===== src/rtl/object_draw_if.sv =====
// Command and pixel bus between the game control path and the object draw engine.
// The master drives draw commands and receives the pixel stream and status.
interface object_draw_if #(
    parameter int X_W = 8,
    parameter int Y_W = 7
);
    logic           cmd_valid;
    logic           cmd_ready;
    logic [3:0]     cmd_state;
    logic [Y_W-1:0] bird_y;
    logic [X_W-1:0] wall_x;
    logic [Y_W-1:0] gap_y;
    logic [X_W-1:0] x;
    logic [Y_W-1:0] y;
    logic [2:0]     colour;
    logic           plot;
    logic           done;
    logic           collision;

    modport master (
        output cmd_valid, cmd_state, bird_y, wall_x, gap_y,
        input  cmd_ready, x, y, colour, plot, done, collision
    );

    modport slave (
        input  cmd_valid, cmd_state, bird_y, wall_x, gap_y,
        output cmd_ready, x, y, colour, plot, done, collision
    );
endinterface


===== src/rtl/object_draw_engine.sv =====
// Raster-scans the bird or wall rectangle one pixel per cycle for the VGA adapter,
// pulses done per command and keeps a sticky bird/wall collision flag.
module object_draw_engine #(
    parameter int         X_W         = 8,
    parameter int         Y_W         = 7,
    parameter int         SCREEN_W    = 160,
    parameter int         SCREEN_H    = 120,
    parameter int         BIRD_X      = 20,
    parameter int         BIRD_W      = 4,
    parameter int         BIRD_H      = 4,
    parameter int         WALL_W      = 8,
    parameter int         GAP_H       = 32,
    parameter logic [2:0] BG_COLOUR   = 3'b000,
    parameter logic [2:0] BIRD_COLOUR = 3'b110,
    parameter logic [2:0] WALL_COLOUR = 3'b010
) (
    input logic         clk,
    input logic         resetn,
    object_draw_if.slave bus
);

    localparam logic [3:0] CMD_ERASE_BIRD = 4'b0001;
    localparam logic [3:0] CMD_DRAW_BIRD  = 4'b0010;
    localparam logic [3:0] CMD_ERASE_WALL = 4'b0011;
    localparam logic [3:0] CMD_DRAW_WALL  = 4'b0100;

    typedef enum logic [1:0] {IDLE, RUN, DONE} state_t;

    state_t         state, state_next;
    logic [3:0]     cmd_q;
    logic [Y_W-1:0] bird_y_q, gap_y_q;
    logic [X_W-1:0] wall_x_q;
    logic [X_W-1:0] dx;
    logic [Y_W-1:0] dy;

    logic [X_W-1:0] x_q;
    logic [Y_W-1:0] y_q;
    logic [2:0]     colour_q;
    logic           plot_q, done_q, collision_q, hit_q;

    logic           cmd_ready_int, accept, cmd_is_draw;
    logic           is_bird, last_col, last_row, in_gap, visible;
    logic [X_W-1:0] base_x, width;
    logic [Y_W-1:0] base_y, height;
    logic [X_W:0]   sum_x;
    logic [Y_W:0]   sum_y, gap_lo, gap_hi;
    logic [2:0]     colour_sel;
    logic [X_W:0]   wall_lo, wall_hi;
    logic [Y_W:0]   bird_top, live_gap_lo;
    logic           hit_cols, hit_rows;

    // Ready drops while the done pulse is still showing so a new command never overlaps it.
    assign cmd_ready_int = (state == IDLE) && !done_q;
    assign accept        = bus.cmd_valid && cmd_ready_int;
    assign cmd_is_draw   = (bus.cmd_state == CMD_ERASE_BIRD) || (bus.cmd_state == CMD_DRAW_BIRD) ||
                           (bus.cmd_state == CMD_ERASE_WALL) || (bus.cmd_state == CMD_DRAW_WALL);

    assign bus.cmd_ready = cmd_ready_int;
    assign bus.x         = x_q;
    assign bus.y         = y_q;
    assign bus.colour    = colour_q;
    assign bus.plot      = plot_q;
    assign bus.done      = done_q;
    assign bus.collision = collision_q;

    always_comb begin
        is_bird  = (cmd_q == CMD_ERASE_BIRD) || (cmd_q == CMD_DRAW_BIRD);
        base_x   = is_bird ? X_W'(BIRD_X) : wall_x_q;
        base_y   = is_bird ? bird_y_q : '0;
        width    = is_bird ? X_W'(BIRD_W) : X_W'(WALL_W);
        height   = is_bird ? Y_W'(BIRD_H) : Y_W'(SCREEN_H);
        last_col = (dx == width - 1'b1);
        last_row = (dy == height - 1'b1);
        // Sums are one bit wider so off-screen pixels are caught before truncation.
        sum_x    = {1'b0, base_x} + {1'b0, dx};
        sum_y    = {1'b0, base_y} + {1'b0, dy};
        gap_lo   = {1'b0, gap_y_q};
        gap_hi   = gap_lo + (Y_W+1)'(GAP_H);
        in_gap   = !is_bird && (sum_y >= gap_lo) && (sum_y < gap_hi);
        visible  = (sum_x < (X_W+1)'(SCREEN_W)) && (sum_y < (Y_W+1)'(SCREEN_H)) && !in_gap;
        case (cmd_q)
            CMD_DRAW_BIRD: colour_sel = BIRD_COLOUR;
            CMD_DRAW_WALL: colour_sel = WALL_COLOUR;
            default:       colour_sel = BG_COLOUR;
        endcase
    end

    // Collision uses the live wall position presented with the DRAW_BIRD command.
    always_comb begin
        wall_lo     = {1'b0, bus.wall_x};
        wall_hi     = wall_lo + (X_W+1)'(WALL_W - 1);
        hit_cols    = ((X_W+1)'(BIRD_X) <= wall_hi) && (wall_lo <= (X_W+1)'(BIRD_X + BIRD_W - 1));
        bird_top    = {1'b0, bus.bird_y};
        live_gap_lo = {1'b0, bus.gap_y};
        hit_rows    = (bird_top < live_gap_lo) ||
                      ((bird_top + (Y_W+1)'(BIRD_H)) > (live_gap_lo + (Y_W+1)'(GAP_H)));
    end

    always_ff @(posedge clk) begin
        if (!resetn) state <= IDLE;
        else         state <= state_next;
    end

    always_comb begin
        state_next = state;
        case (state)
            IDLE:    if (accept) state_next = cmd_is_draw ? RUN : DONE;
            RUN:     if (last_col && last_row) state_next = DONE;
            DONE:    state_next = IDLE;
            default: state_next = IDLE;
        endcase
    end

    always_ff @(posedge clk) begin
        if (!resetn) begin
            cmd_q       <= '0;
            bird_y_q    <= '0;
            wall_x_q    <= '0;
            gap_y_q     <= '0;
            dx          <= '0;
            dy          <= '0;
            x_q         <= '0;
            y_q         <= '0;
            colour_q    <= '0;
            plot_q      <= 1'b0;
            done_q      <= 1'b0;
            hit_q       <= 1'b0;
            collision_q <= 1'b0;
        end else begin
            done_q      <= (state == DONE);
            plot_q      <= 1'b0;
            hit_q       <= 1'b0;
            collision_q <= collision_q | hit_q;
            case (state)
                IDLE: begin
                    if (accept) begin
                        cmd_q    <= bus.cmd_state;
                        bird_y_q <= bus.bird_y;
                        wall_x_q <= bus.wall_x;
                        gap_y_q  <= bus.gap_y;
                        dx       <= '0;
                        dy       <= '0;
                        hit_q    <= (bus.cmd_state == CMD_DRAW_BIRD) && hit_cols && hit_rows;
                    end
                end
                RUN: begin
                    x_q      <= sum_x[X_W-1:0];
                    y_q      <= sum_y[Y_W-1:0];
                    colour_q <= colour_sel;
                    plot_q   <= visible;
                    if (last_col) begin
                        dx <= '0;
                        dy <= dy + 1'b1;
                    end else begin
                        dx <= dx + 1'b1;
                    end
                end
                default: ;
            endcase
        end
    end

endmodule


===== src/flat_wrapper.sv =====
// flat-port wrapper written by rule: the top's interface ports become plain ports
module object_draw_engine_flat 
#(
    parameter int         X_W         = 8,
    parameter int         Y_W         = 7,
    parameter int         SCREEN_W    = 160,
    parameter int         SCREEN_H    = 120,
    parameter int         BIRD_X      = 20,
    parameter int         BIRD_W      = 4,
    parameter int         BIRD_H      = 4,
    parameter int         WALL_W      = 8,
    parameter int         GAP_H       = 32,
    parameter logic [2:0] BG_COLOUR   = 3'b000,
    parameter logic [2:0] BIRD_COLOUR = 3'b110,
    parameter logic [2:0] WALL_COLOUR = 3'b010
)
  (clk, resetn, bus_cmd_valid, bus_cmd_state, bus_bird_y, bus_wall_x, bus_gap_y, bus_cmd_ready, bus_x, bus_y, bus_colour, bus_plot, bus_done, bus_collision);
  object_draw_if #(.X_W(X_W), .Y_W(Y_W)) bus_i ();
  input logic clk;
  input logic resetn;
  input wire logic [$bits(bus_i.cmd_valid)-1:0] bus_cmd_valid;
  input wire logic [$bits(bus_i.cmd_state)-1:0] bus_cmd_state;
  input wire logic [$bits(bus_i.bird_y)-1:0] bus_bird_y;
  input wire logic [$bits(bus_i.wall_x)-1:0] bus_wall_x;
  input wire logic [$bits(bus_i.gap_y)-1:0] bus_gap_y;
  output wire logic [$bits(bus_i.cmd_ready)-1:0] bus_cmd_ready;
  output wire logic [$bits(bus_i.x)-1:0] bus_x;
  output wire logic [$bits(bus_i.y)-1:0] bus_y;
  output wire logic [$bits(bus_i.colour)-1:0] bus_colour;
  output wire logic [$bits(bus_i.plot)-1:0] bus_plot;
  output wire logic [$bits(bus_i.done)-1:0] bus_done;
  output wire logic [$bits(bus_i.collision)-1:0] bus_collision;
  assign bus_i.cmd_valid = bus_cmd_valid;
  assign bus_i.cmd_state = bus_cmd_state;
  assign bus_i.bird_y = bus_bird_y;
  assign bus_i.wall_x = bus_wall_x;
  assign bus_i.gap_y = bus_gap_y;
  assign bus_cmd_ready = bus_i.cmd_ready;
  assign bus_x = bus_i.x;
  assign bus_y = bus_i.y;
  assign bus_colour = bus_i.colour;
  assign bus_plot = bus_i.plot;
  assign bus_done = bus_i.done;
  assign bus_collision = bus_i.collision;
  object_draw_engine #(.X_W(X_W), .Y_W(Y_W), .SCREEN_W(SCREEN_W), .SCREEN_H(SCREEN_H), .BIRD_X(BIRD_X), .BIRD_W(BIRD_W), .BIRD_H(BIRD_H), .WALL_W(WALL_W), .GAP_H(GAP_H), .BG_COLOUR(BG_COLOUR), .BIRD_COLOUR(BIRD_COLOUR), .WALL_COLOUR(WALL_COLOUR)) u_core (.clk(clk), .resetn(resetn), .bus(bus_i));
endmodule

===== config.mk =====
export PLATFORM = sky130hd
export DESIGN_NAME = object_draw_engine_flat
export DESIGN_NICKNAME = d
export VERILOG_FILES = /design/src/rtl/object_draw_if.sv /design/src/rtl/object_draw_engine.sv /design/src/flat_wrapper.sv
export SDC_FILE = /design/constraint.sdc
export NUM_CORES = 1
export LEC_CHECK = 0
export ABC_AREA = 1
export CORE_ASPECT_RATIO = 0.75
export CORE_MARGIN = 1.5
export CORE_UTILIZATION = 45
export DETAILED_ROUTE_END_ITERATION = 8
export GPL_ROUTABILITY_DRIVEN = 0
export GPL_TIMING_DRIVEN = 1
export PLACE_DENSITY = 0.72
export SLEW_MARGIN = 20
export SYNTH_ARGS = -nofsm -noshare
export SYNTH_HDL_FRONTEND = slang
export SYNTH_SLANG_ARGS = --single-unit

===== constraint.sdc =====
create_clock -name clk -period 2.55 [get_ports clk]
set_input_delay 0.51 -clock clk [delete_from_list [all_inputs] [get_ports clk]]
set_output_delay 0.51 -clock clk [all_outputs]
set_load 0.01 [all_outputs]

==> results.md, run 1 <==
- The number of max-slew violations in the final report came to 0.
- The first global-routing pass estimated 17900 um of wire.
- The worst clock skew is 0.00831 ns.
- The dominant delay contributor by cell family on the critical path is simple AND/OR/NAND/NOR gates.
- For the worst setup path, the data arrival time is 3.06 ns.
- Summing over every cut layer, the via total after detailed routing is 4049.
- Of the available clock period, the critical path in the final layout requires 1.10.
- Once placement completed, the tool counted placed cells totaling 744.
- The sum of buffers and inverters on the critical path is 5.
- The count of inserted antenna diode cells is 0.
- The cell row count is 29.
- CTS placed an instance of sky130_fd_sc_hd__clkbuf_16 at the clock tree root.
- Across the VDD grid, the largest voltage drop is 372 uV.
- The finished layout holds 772 standard cells, fillers aside.
- The primary flip-flop cell chosen by synthesis mapping is sky130_fd_sc_hd__dfxtp_1.
- The number of warnings printed during yosys synthesis is 0.
- The kind of launch point of the worst setup path is a flip-flop.
- Synthesis produced a netlist with a net count of 650.
- In this run the worst setup path terminates at u_core.bus.plot.
- In this run the static leakage power is 2.48 nW.
- The power per cell area is 592 mW/mm^2.
- Static timing analysis puts the maximum clock frequency at 358 MHz.
- The fraction of power spent switching nets is 0.276.
- The number of nets in the final layout is 737.
- The horizontal die dimension is 113 um.
- The tightest min-delay check is of the reg2reg type.
- Summed over all nets, the switching power comes to 0.887 mW.
- The count of pins on the block boundary is 51.
- The run finished, with violations left.
- The internal portion of total power is between 2 and 2.5 mW.
- In this design, the stage delay of the slowest critical-path cell is 0.33 ns.
- The final count of negative-setup-slack endpoints is 1.
- The endpoint class of the critical path is a flip-flop.
- Clock tree synthesis found a total of 64 sinks.
- The initial standard-cell utilization of the core is 0.475.
- The critical path is of the reg2reg type.
- The master of the slowest instance on the critical path is sky130_fd_sc_hd__dfxtp_2.
- The clock passes through at most 2 buffers.
- The hold violation count in the final report came to 0.
- The minimum setup slack among reg-to-reg paths is -0.24 ns.
- Overall power consumption after layout is estimated at 3.22 mW.
- The TritonCTS clock tree is yes.
- The die is ~86 um tall.
- The area of the core region is between 0.008 and 0.009 mm^2.
- The die covers 0.00970 mm^2.
- The clock-pin slew on the worst setup and hold paths is 0.06 ns.
- The number of global-route vias before repair is 3977.
- In this run the cell area of the synthesized design comes to ~0.0041 mm^2.
- For this run, the register share of the synthesized area comes to 0.312.
- The portion of total power attributed to sequential cells is 0.344.
- Of all flip-flops after synthesis, the portion carrying an async set or reset was 0.
- Counting I/O delays and the setup requirement, the final critical path takes 2.79 ns.
- The maximum net fanout on the critical path is 6.
- The pin count of the biggest net entering global routing is 35.
- The clock latency on the worst-skew pair is 0.34 ns.
- From synthesis to final layout, the design area changed by 32.6%.
- The global-route usage over all layers is 0.233.
- The worst reg2reg path depth is 19.
- The HPWL reported at the end of detailed placement is approximately 8000 um.
- The number of enable flip-flop cells after synthesis is 0.
- The total clock buffers created by CTS is 9.
- The total number of cells along the worst setup path is 19.
- The worst setup margin is -0.245 ns.
- Of the total power, combinational logic draws 0.230.
- The number of H-tree levels is 3.
- The residual DRC count is 0.
- After filler insertion, the fill cell instance count of the layout stands at around 790.
- The launch point of the critical path is u_core.cmd_q[0].
- The first detailed-routing pass ran for 6 iterations.
- The final layout contains routed wiring with a total length of between 10000 and 15000 um.
- The final reports fail on setup timing.
- The share of total power dissipated in the clock network is 0.426.
- Of the cells placed in the final design, the portion with a size suffix greater than 1 is 0.166.
- The reg-to-reg critical path endpoint is u_core.bus.plot.
- The number of buffers inserted by hold repair at cts is 0.
- The final global-route overflow total is 0.
- The detail route stage leaves a number of antenna-violating nets equal to 0.
- The data required time at the worst endpoint is 2.82 ns.
- Walking the worst path, the cells encountered are inv_2 -> nand4_4 -> nand2_4 -> inv_6 -> buf_4 -> buf_4 -> nor2_1 -> ha_1 -> a21o_1 -> a21oi_2 -> xnor2_1 -> ha_1 -> inv_1 -> nand2_1 -> nand2_1 -> nand2_1 -> a21oi_1 -> nor2_1 -> nor2_1.
- Synthesis produced 574 cells.
- In the final routed layout, each cell accounts on average for 14.2 um.
- Setup repair after global routing could not meet its margin everywhere.
- The unique cell type count in the Yosys netlist is 37.
- In this run the cell area measured after placement is 0.00488 mm^2.
- Once layout is done, the placed cells without fillers occupy about 0.0054 mm^2.
- The tool flagged a number of max-cap violations equal to 0.
- The startpoint identified for the worst register-to-register timing path is u_core.cmd_q[0].
- The initial DRC count is 202.
- The post-synthesis register bit count is 64.
- The mean instance size in the synthesized netlist is around 7.1 um^2.
- The via count normalized by instance count is between 5 and 6.
- The number of antenna violations at the first check in global routing came to 0.
- Adding up every negative setup slack in the final design gives -0.245 ns.
- The number of buffers inserted by port buffering is 49.
power groups by stage:
stage / Clock (mW) / Combinational (mW) / Sequential, mW
global placement: 0 / 0.641 / 1.12
floorplan: 0 / 0.400 / 1.13
detailed placement: 0 / 0.662 / 1.13
global route: 1.43 / 0.822 / 1.11
finish: 1.37 / 0.739 / 1.11
CTS: 1.38 / 0.700 / 1.11
placed cells by master (no fill, tap or decap), drive strengths merged, types with 4 or more instances in the layout:
master         count
nand2             90
buf               44
o21ai             57
clkbuf            10
nand3b             4
ha                45
inv              100
nand3             22
nor2              50
nor3              11
dfxtp             64
xnor2              6
clkdlybuf4s50     49
nand4             11
a21oi             69
xor2               8
cell usage after synthesis, types with 6 or more instances:
cell	number	share of area
sky130_fd_sc_hd__a21oi_1	68	0.083
sky130_fd_sc_hd__clkbuf_1	12	0.011
sky130_fd_sc_hd__dfxtp_1	64	0.31
sky130_fd_sc_hd__ha_1	45	0.14
sky130_fd_sc_hd__inv_1	93	0.085
sky130_fd_sc_hd__inv_2	7	0.0064
sky130_fd_sc_hd__nand2_1	84	0.077
sky130_fd_sc_hd__nand3_1	22	0.027
sky130_fd_sc_hd__nand4_1	8	0.012
sky130_fd_sc_hd__nor2_1	50	0.046
sky130_fd_sc_hd__nor3_1	7	0.0085
sky130_fd_sc_hd__o21ai_0	54	0.066
sky130_fd_sc_hd__xnor2_1	6	0.013
sky130_fd_sc_hd__xor2_1	8	0.017
through the flow:
stage / util / hold WS, ns / setup slack (ns)
floorplan: - / 0.416 / -0.112
global placement: 0.566 / 0.430 / -0.0734
detailed placement: 0.566 / 0.448 / -0.182
CTS: 0.618 / 0.457 / -0.110
global route: 0.629 / 0.472 / -0.381
finish: 0.629 / 0.452 / -0.245
worst min-delay path by stage:
stage                             startpoint                   end  slack [ns]  depth (start not counted)
final                           u_core.hit_q  u_core.bus.collision        0.45                          2
after global routing            u_core.hit_q  u_core.bus.collision        0.47                          2
after CTS                 u_core.wall_x_q[5]    u_core.wall_x_q[5]        0.46                          2
after detailed placement  u_core.wall_x_q[5]    u_core.wall_x_q[5]        0.45                          2
after global placement          u_core.hit_q  u_core.bus.collision        0.43                          2
after floorplan                 u_core.hit_q  u_core.bus.collision        0.42                          2
registers in the layout, indices dropped and copies added (netlist names):
| name | count |
|---|---|
| u_core.state | 2 |
| u_core.bus.x | 8 |
| u_core.cmd_q | 4 |
| u_core.bus.colour | 2 |
| u_core.bird_y_q | 7 |
| u_core.bus.plot | 1 |
| u_core.bus.y | 7 |
| u_core.gap_y_q | 7 |
| u_core.bus.collision | 1 |
| u_core.bus.done | 1 |
| u_core.dy | 7 |
| u_core.wall_x_q | 8 |
| u_core.hit_q | 1 |
| u_core.dx | 8 |
final cells by class:
cell class                 count  area (um^2)  share of cell area
clock buffer                  10          229              0.0421
clock inverter                 4         95.1              0.0175
inverter                     100          385              0.0709
multi-input combinational    393         2480               0.457
sequential                    64         1290               0.237
tap                          108          135              0.0249
timing repair buffer          93          821               0.151
repair_timing:
item,CTS,global route
setup buffers,8,6
setup endpoints to repair,1,2
resized for setup,17,15
pin swaps,11,17
kinds of logic after synthesis:
logic type | share of synthesized area
simple gates | 0.224
fa+ha+maj | 0.147
compound gates | 0.175
other cells | 0.000915
flops | 0.312
xor+xnor | 0.0299
buf+inv | 0.110
worst reg2reg max path, delay by kind of cell, from the launching register on:
kind / cells / cell delay [ns]
buffers and inverters: 5 / 0.44
AOI/OAI and AO/OA: 3 / 0.45
DFF: 1 / 0.33
and+or+nand+nor: 8 / 0.67
adders and majority gates: 2 / 0.63
xor gates and xnor gates: 1 / 0.20
routing by layer:
layer  up-vias  track usage  share of wire
li1       2053            -              -
met1      1866        0.278           0.44
met2       111        0.407           0.48
met3        19       0.0686          0.059
met4         0       0.0761          0.017
met5         -            0              0
Power figures use the tool's default switching activity.
==> inputs of run 2 (changes only) <==
--- a/config.mk
+++ b/config.mk
@@ -7,12 +7,13 @@
 export LEC_CHECK = 0
 export ABC_AREA = 1
 export CORE_ASPECT_RATIO = 0.75
-export CORE_MARGIN = 1.5
+export CORE_MARGIN = 4
 export CORE_UTILIZATION = 45
 export DETAILED_ROUTE_END_ITERATION = 8
+export DONT_BUFFER_PORTS = 1
 export GPL_ROUTABILITY_DRIVEN = 0
 export GPL_TIMING_DRIVEN = 1
-export PLACE_DENSITY = 0.72
+export PLACE_DENSITY = 0.65
 export SLEW_MARGIN = 20
 export SYNTH_ARGS = -nofsm -noshare
 export SYNTH_HDL_FRONTEND = slang
==> run 2 against run 1 <==
The flow still finishes with violations (setup timing). Critical path depth grew 5. Worst hold slack lost 0.15 ns. Maximum frequency grew 5.9%. Utilization shrank 7.6 points. First-iteration DRC count shrank 31%. Non-clock buffer count shrank 61. Highest routed layer unchanged.
==> results.md, run 2 (synthesized netlist as in run 1, its figures left out) <==
- The routed wire length on met3 was 521 um (was 643 um).
- The achievable frequency is 379 MHz (was 358 MHz).
- The TritonCTS clock tree is yes (unchanged).
- The kind of critical path is reg2reg (unchanged).
- The global-route usage over all layers was 0.196 (was 0.233).
- The count of antenna-violating nets left after detailed routing is 0 (unchanged).
- The met2 wire length is 4760 um (was 5290 um).
- The initial standard-cell utilization of the core is 0.473 (was 0.475).
- The worst hold-check path type is in2reg (was reg2reg).
- The worst setup margin is -0.0896 ns (was -0.245 ns).
- The hold violation count in the final report is 0 (unchanged).
- The number of buffers inserted by hold repair at cts is 0 (unchanged).
- The number of iterations in the first detailed-routing pass came to 5 (was 6).
- The kind of launch point of the worst setup path was a flip-flop (unchanged).
- The HPWL reported at the end of detailed placement is 7660 um (was 7990 um).
- The vertical die dimension was 90.7 um (was 85.7 um).
- The highest layer used for signal routing was met4 (unchanged).
- The final global-route overflow total is 0 (unchanged).
- The per-cell routed wire length is 14.3 um (was 14.2 um).
- The final count of negative-setup-slack endpoints is 1 (unchanged).
- The number of clock sinks is 64 (unchanged).
- The residual DRC count is 0 (unchanged).
- The pin count of the biggest net entering global routing was 55 (was 35).
- Violations in the final reports: setup timing (unchanged).
- The worst pin sits at a relative slew slack of 0.654.
- The number of buffers inserted by port buffering came to 0 (was 49).
- The total clock buffers created by CTS is 9 (unchanged).
- The number of antenna violations at the first check in global routing came to 0 (unchanged).
- The number of nets in the final layout was 676 (was 737).
- The post-route fraction of the period consumed by the critical path is 1.04 (was 1.10).
- The master cell of the clock root buffer is sky130_fd_sc_hd__clkbuf_16 (unchanged).
- The power per cell area was 585 mW/mm^2 (was 592 mW/mm^2).
- The number of max-slew violations in the final report was 0 (unchanged).
- The signed area change from the synthesized netlist to the final layout was 17.1% (was 32.6%).
- The worst supply voltage drop on vdd was 479 uV (was 372 uV).
- The total detailed-routing wirelength was 10200 um (was 10900 um).
- Leading cell types in the layout, fill and taps excluded: 88 x sky130_fd_sc_hd__inv_1, 81 x sky130_fd_sc_hd__nand2_1, 66 x sky130_fd_sc_hd__a21oi_1 (was 88 x sky130_fd_sc_hd__inv_1, 78 x sky130_fd_sc_hd__nand2_1, 64 x sky130_fd_sc_hd__a21oi_1).
- The area of the core region came to 0.00867 mm^2 (was 0.00864 mm^2).
- The count of pins on the block boundary is 51 (unchanged).
- The minimum setup slack among reg-to-reg paths came to -0.09 ns (was -0.24 ns).
- The final instance area came to 0.00480 mm^2 (was 0.00544 mm^2).
- The maximum net fanout on the critical path is 7 (was 6).
- The worst reg2reg path depth is 24 (was 19).
- Unrepaired setup endpoints after global routing: true (unchanged).
- The number of global-route vias before repair came to 3623 (was 3977).
- The most common library cell in the layout ignoring fill and taps is sky130_fd_sc_hd__inv_1 (unchanged).
- The count of inserted antenna diode cells is 0 (unchanged).
- The cell leakage power is 2.20 nW (was 2.48 nW).
- The worst endpoint data arrival time is 2.87 ns (was 3.06 ns).
- The clock-pin slew on the worst setup and hold paths came to 0.06 ns (about the same).
- For the pin with the worst max-slew slack, the measured transition is 0.518 ns.
- The cell depth of the worst hold path was 2 (unchanged).
- The buffer depth of the longest clock path was 2 (unchanged).
- Run status: finished, violations left (unchanged).
- The placement-stage worst setup slack is -0.149 ns (was -0.182 ns).
- The number of vias after detailed routing is 3711 (was 4049).
- The worst clock skew is 0.00792 ns (was 0.00831 ns).
- The number of H-tree levels is 3 (unchanged).
- The global-route wire length before repair is 17200 um (was 17900 um).
- The setup total negative slack is -0.0896 ns (was -0.245 ns).
- The initial DRC count is 139 (was 202).
- The endpoint class of the critical path is a flip-flop (unchanged).
- The time the final worst path needs with I/O delays and setup came to 2.64 ns (was 2.79 ns).
- The met1 routed wirelength after detailed routing is 4790 um (was 4810 um).
- The share of final-layout standard cells stronger than drive strength 1 is 0.159 (was 0.166).
- The die area is 0.0107 mm^2 (was 0.00970 mm^2).
- The cell row count is 29 (unchanged).
- The via count normalized by instance count is 5.20 (was 5.24).
- The final cell utilization of the core came to 0.554 (was 0.629).
- The placed standard-cell area was 0.00436 mm^2 (was 0.00488 mm^2).
- The max capacitance violation total was 0 (unchanged).
- The data required time at the worst endpoint came to 2.78 ns (was 2.82 ns).
- The clock latency on the worst-skew pair came to 0.34 ns (about the same).
- The horizontal die dimension is 118 um (was 113 um).
[run 2: cell count changes in the layout (fill, tap and decap cells not counted), sizes merged]
cell / change
buf: -12
bufinv: -3
clkbuf: -1
clkdlybuf4s50: -49
clkinv: +2
clkinvlp: +4
[run 2: final timing paths]
check                                     start                   end
worst max-delay path            u_core.cmd_q[3]       u_core.bus.plot
worst min register to register     u_core.hit_q  u_core.bus.collision
worst max register to register  u_core.cmd_q[3]       u_core.bus.plot
worst min-delay path                     resetn          u_core.dy[0]
[run 2: repair_timing]
action,CTS,global route
gates resized for setup,15,13
endpoints found under the setup margin,1,2
pin swaps,11,11
buffers inserted,3,4
[run 2: power breakdown]
part	total [mW]	switching [mW]	internal (mW)
clock	1.11	0.460	0.654
combinational	0.576	0.355	0.222
sequential	1.12	0.0451	1.07
total	2.81	0.860	1.95
[run 2: final cells by class]
cell class              instances  area, um^2
fillers                       822        3870
clock buffers                   9         225
well taps                     108         135
flip-flops and latches         64        1290
multi-input cells             393        2480
inverters                     100         385
repair buffers                 32         240
clock inverters                 7        48.8
[run 2: per-layer routing]
| layer | vias up | track usage |
|---|---|---|
| li1 | 1929 | - |
| met4 | 0 | 0.0527 |
| met3 | 9 | 0.0576 |
| met5 | - | 0 |
| met1 | 1705 | 0.250 |
| met2 | 68 | 0.322 |
[run 2: per-stage QoR]
stage,std cells,hold slack [ns],power [mW]
detailed placement,690,0.435,1.67
global route,713,0.300,2.97
global placement,690,0.426,1.66
finish,713,0.299,2.81
floorplan,574,0.416,1.53
CTS,709,0.277,2.82
[run 2: worst max-delay path: stages (launching register included)]
cell and delay, ns:
sky130_fd_sc_hd__dfxtp_2 0.33, sky130_fd_sc_hd__inv_4 0.08, sky130_fd_sc_hd__nand4_4 0.12, sky130_fd_sc_hd__nand2_4 0.11
sky130_fd_sc_hd__inv_6 0.05, sky130_fd_sc_hd__nor2_4 0.12, sky130_fd_sc_hd__ha_4 0.22, sky130_fd_sc_hd__a21oi_2 0.12
sky130_fd_sc_hd__nand2_1 0.08, sky130_fd_sc_hd__xor2_1 0.20, sky130_fd_sc_hd__inv_1 0.11, sky130_fd_sc_hd__ha_4 0.28
sky130_fd_sc_hd__nand2_1 0.06, sky130_fd_sc_hd__inv_2 0.06, sky130_fd_sc_hd__nand2_1 0.05, sky130_fd_sc_hd__nand2_1 0.05
sky130_fd_sc_hd__nand2_1 0.06, sky130_fd_sc_hd__nand3_1 0.08, sky130_fd_sc_hd__nand2_1 0.06, sky130_fd_sc_hd__nand2_1 0.05
sky130_fd_sc_hd__nand2_1 0.04, sky130_fd_sc_hd__nand2_1 0.05, sky130_fd_sc_hd__nand2_1 0.04, sky130_fd_sc_hd__nor2_1 0.09
sky130_fd_sc_hd__nor2_1 0.04
==> edit 1 (flow settings as in run 1) <==
`Y_W` is set to 7 in 3 places; all go to 5.
--- a/src/rtl/object_draw_if.sv
+++ b/src/rtl/object_draw_if.sv
@@ -4,3 +4,3 @@
     parameter int X_W = 8,
-    parameter int Y_W = 7
+    parameter int Y_W = 5
 );
--- a/src/rtl/object_draw_engine.sv
+++ b/src/rtl/object_draw_engine.sv
@@ -4,3 +4,3 @@
     parameter int         X_W         = 8,
-    parameter int         Y_W         = 7,
+    parameter int         Y_W         = 5,
     parameter int         SCREEN_W    = 160,
--- a/src/flat_wrapper.sv
+++ b/src/flat_wrapper.sv
@@ -4,3 +4,3 @@
     parameter int         X_W         = 8,
-    parameter int         Y_W         = 7,
+    parameter int         Y_W         = 5,
     parameter int         SCREEN_W    = 160,
Ports: changed (resized bus_bird_y, bus_gap_y and bus_y); port bits go from 51 to 45. The function was not compared with the original's and may differ.
==> edit 1 against run 1 <==
The run still ends with negative setup slack left; design area decreased by 22%; power down 14%; synthesized area down 18%; combinational power grew 49%; worst setup slack better by 0.20 ns; synthesized cell count down 17%; wire length decreased by 22%; clock skew is 0.0022 ns higher; sequential cell count decreased by 8; critical path type unchanged; critical endpoint unchanged; highest routed layer unchanged.
==> edit 1: results (changes against run 1) <==
| Metric | Value |
|---|---|
| Synth Area in Compound Gates | `16.3% (-1.2 points)` |
| DR vias | `3,212 (-21%)` |
| Status | `finished, violations left` |
| Final setup violation count | `1 (unchanged)` |
| Clock-pin slew on the worst setup and hold paths | `0.10 ns (+0.04 ns)` |
| CP max FO | `4 (-2)` |
| Worst-Skew Late Latency | `0.31 ns (-0.03 ns)` |
| Die width | `103 um (-9.1%)` |
| First-pass GRT wire length | `14,100 um (-21%)` |
| Top cells by count, synth | `nand2_1, inv_1, dfxtp_1` |
| Worst VDD drop | `0.382 mV (+2.7%)` |
| Initial DRT Pass Iterations | `4 (-2)` |
| Leak | `1.90 nW (-23%)` |
| Met2 Track Usage GR | `34.2% (-6.5 points)` |
| CTS root buffer | `clkbuf_8` |
| Worst Reg2Reg Path Length in Cells | `18 (-1)` |
| Hold Crit Start | `u_core.state[0]` |
| Synth area leaders | `dfxtp_1, ha_1, nand2_1` |
| Gr usage total | `22.3% (-1.1 points)` |
| Crit path max-delay cell type | `fa_2` |
| XOR/XNOR Fraction of Synth Area | `2.86% (-0.13 points)` |
| Setup crit start | `u_core.cmd_q[1]` |
| Placed insts | `622 (-16%)` |
| Hold depth | `1 (-1)` |
| Hold Crit Endpoint | `u_core.bus.done` |
| DR WL/cell | `13.5 um (-5.0%)` |
| Placed cell area | `0.00400 sq mm (-18%)` |
| Worst Path Arrival | `2.81 ns (-0.25 ns)` |
| Worst Setup Slack, final | `-0.0465 ns (+0.198 ns)` |
| Hold Slack | `0.451 ns (-0.00125 ns)` |
| DR WL met3 | `629 um (-2.2%)` |
| Met3 Track Usage GR | `4.68% (-2.2 points)` |
| Setup TNS | `-0.0465 ns (+0.198 ns)` |
| Nets | `591 (-20%)` |
| Pin count of the biggest net entering global routing | `33 (-5.7%)` |
| Worst path max stage delay | `0.38 ns (+0.05 ns)` |
| Share of cells above drive strength 1 | `12.4% (-4.2 points)` |
| Met2 wire len | `3690 um (-30%)` |
| Synth unique cells | `35 (-5.4%)` |
| Cells after Synth | `477 (-17%)` |
| Failing checks | `negative setup slack` |
| DP HPWL | `6430 um (-20%)` |
| Buffers on Ports | `43 (-12%)` |
| Mapped Nets | `535 (-18%)` |
| # H-tree levels | `2 (-1)` |
| Adder-cell share of the synthesized area | `12.7% (-2.0 points)` |
| Setup Skew | `0.0105 ns (+0.00221 ns)` |
[edit 1: cell types whose count changed after synthesis, sizes merged, moves of 3 or more]
cell | run 1 | this run
a21oi | 69 | 54
nand2 | 90 | 85
nand3 | 22 | 25
o21ai | 57 | 43
dfxtp | 64 | 56
nor3 | 11 | 8
nor2 | 50 | 46
ha | 45 | 31
inv | 100 | 77
[edit 1: timing repair]
item	4_1_cts	5_1_grt
endpoints found under the hold margin	0	0
buffers inserted	3	2
endpoints found under the setup margin	1	1
resized for setup	11	13
pin swaps	7	11
[edit 1: cell type report]
cell class              count  area, sq um
inverters                  78          295
clock buffers               6         72.6
flip-flops and latches     56         1130
repair buffers             63          581
well taps                 101          126
clock inverters             2         35.0
fillers                   710         3070
multi-input cells         329         1990
[edit 1: where the power goes]
part           switching, mW  internal, mW
registers             0.0661          1.02
logic                  0.646         0.459
clock network          0.288         0.292
==> edit 2 (flow settings as in run 1) <==
Without the edit above. The 3 states of `state_t` get a one-hot encoding in 3 bits.
--- a/src/rtl/object_draw_engine.sv
+++ b/src/rtl/object_draw_engine.sv
@@ -26,3 +26,3 @@
 
-    typedef enum logic [1:0] {IDLE, RUN, DONE} state_t;
+    typedef enum logic [2:0] {IDLE = 3'b001, RUN = 3'b010, DONE = 3'b100} state_t;
 
Formal check against the unedited RTL: same outputs for any inputs over 10 cycles, from zero or initial values and one cycle with resetn low; not proved beyond that.
==> edit 2 against run 1 <==
The flow still finishes with violations (negative setup slack); first-iteration DRC count is 23% higher; wire length is 2.7% higher; worst setup slack better by 0.024 ns; power is 6.6% lower; clock power is 19% lower; synthesized area is 2.3% higher; design area is 0.83% lower; sequential cell count is 1 higher; via count is 1.2% lower; critical path type unchanged.
==> edit 2: results (changes against run 1) <==
| Metric | Value |
|---|---|
| Status | `finished, violations left` |
| Failing checks | `negative setup slack` |
| Synth area leaders | `dfxtp_1, ha_1, inv_1` |
| Crit path max-delay cell type | `fa_2` |
| Via density | `5.14 (-2.0%)` |
| Synth unique cells | `46 (+24%)` |
| DR WL/cell | `14.4 um (+1.9%)` |
| Reg-to-reg startpoint | `u_core.cmd_q[1]` |
| CP max FO | `5 (-1)` |
| DP HPWL | `8390 um (+4.9%)` |
| Vias in the first global route | `3,751 (-5.7%)` |
| XOR/XNOR Fraction of Synth Area | `3.76% (+0.77 points)` |
| Gr usage total | `23.6% (+0.28 points)` |
| Worst VDD drop | `0.422 mV (+14%)` |
| Worst Path Arrival | `2.99 ns (-0.07 ns)` |
| Post-CTS Setup Bufs | `0 (-8)` |
| Hold Crit Start | `u_core.hit_q` |
| Placed insts | `761 (+2.3%)` |
| WL final | `11,200 um (+2.7%)` |
| Final setup violation count | `1 (unchanged)` |
| First-pass GRT wire length | `18,100 um (+0.77%)` |
| Hold Slack | `0.456 ns (+0.00337 ns)` |
| Switching share of power | `31.3% (+3.8 points)` |
| Share of cells above drive strength 1 | `17.7% (+1.1 points)` |
| Seq/Total Area, Yosys | `31.0% (-0.22 points)` |
| Pint | `2.06 mW (-11%)` |
| Nets | `722 (-2.0%)` |
| Logic power comb | `0.777 mW (+5.1%)` |
| DP Worst Slack | `-0.157 ns (+0.0248 ns)` |
| GR Layer Usage met1 | `32.6% (+4.8 points)` |
| Top cells by count, synth | `inv_1, nand2_1, dfxtp_1` |
| Pin count of the biggest net entering global routing | `31 (-11%)` |
| Setup Skew | `0.00768 ns (-0.000627 ns)` |
| Met3 Track Usage GR | `5.87% (-0.98 points)` |
| DRT iter0 DRCs | `248 (+23%)` |
| Setup TNS | `-0.221 ns (+0.0236 ns)` |
| Worst Setup Slack, final | `-0.221 ns (+0.0236 ns)` |
| Worst Reg2Reg Path Length in Cells | `23 (+4)` |
==> edit 2: changes by cell type in the layout (fill, tap and decap cells not counted), moves of 4 or more <==
cell      before  now
xor2_1         8   14
inv_2          9   14
nor2_1        47   51
o21ai_0       54   44
buf_4         44   29
a21oi_1       64   53
nand2_2        8   12
inv_1         88   79
o21ai_1        2    6
xnor2_1        5    1
nand3b_1       4    0
==> edit 2: layout make-up <==
| type | instances | area share, % |
|---|---|---|
| multi-input cells | 395 | 47.6 |
| repair buffers | 79 | 13.3 |
| flip-flops and latches | 65 | 24.2 |
| inverters | 96 | 7.01 |
| clock buffers | 11 | 4.50 |
| clock inverters | 4 | 0.371 |
| well taps | 128 | 2.97 |
==> edit 2: routing by layer <==
layer  up-vias  share of wire, %
met5         -                 0
met4         0               1.9
met3        23               7.2
met2       120                44
met1      1834                47
li1       2022                 -
==> edit 2: worst min-delay path, stage by stage, from the launching register on <==
cell and delay (ns):
dfxtp_1 0.31, nor2_1 0.04, nor2_1 0.06
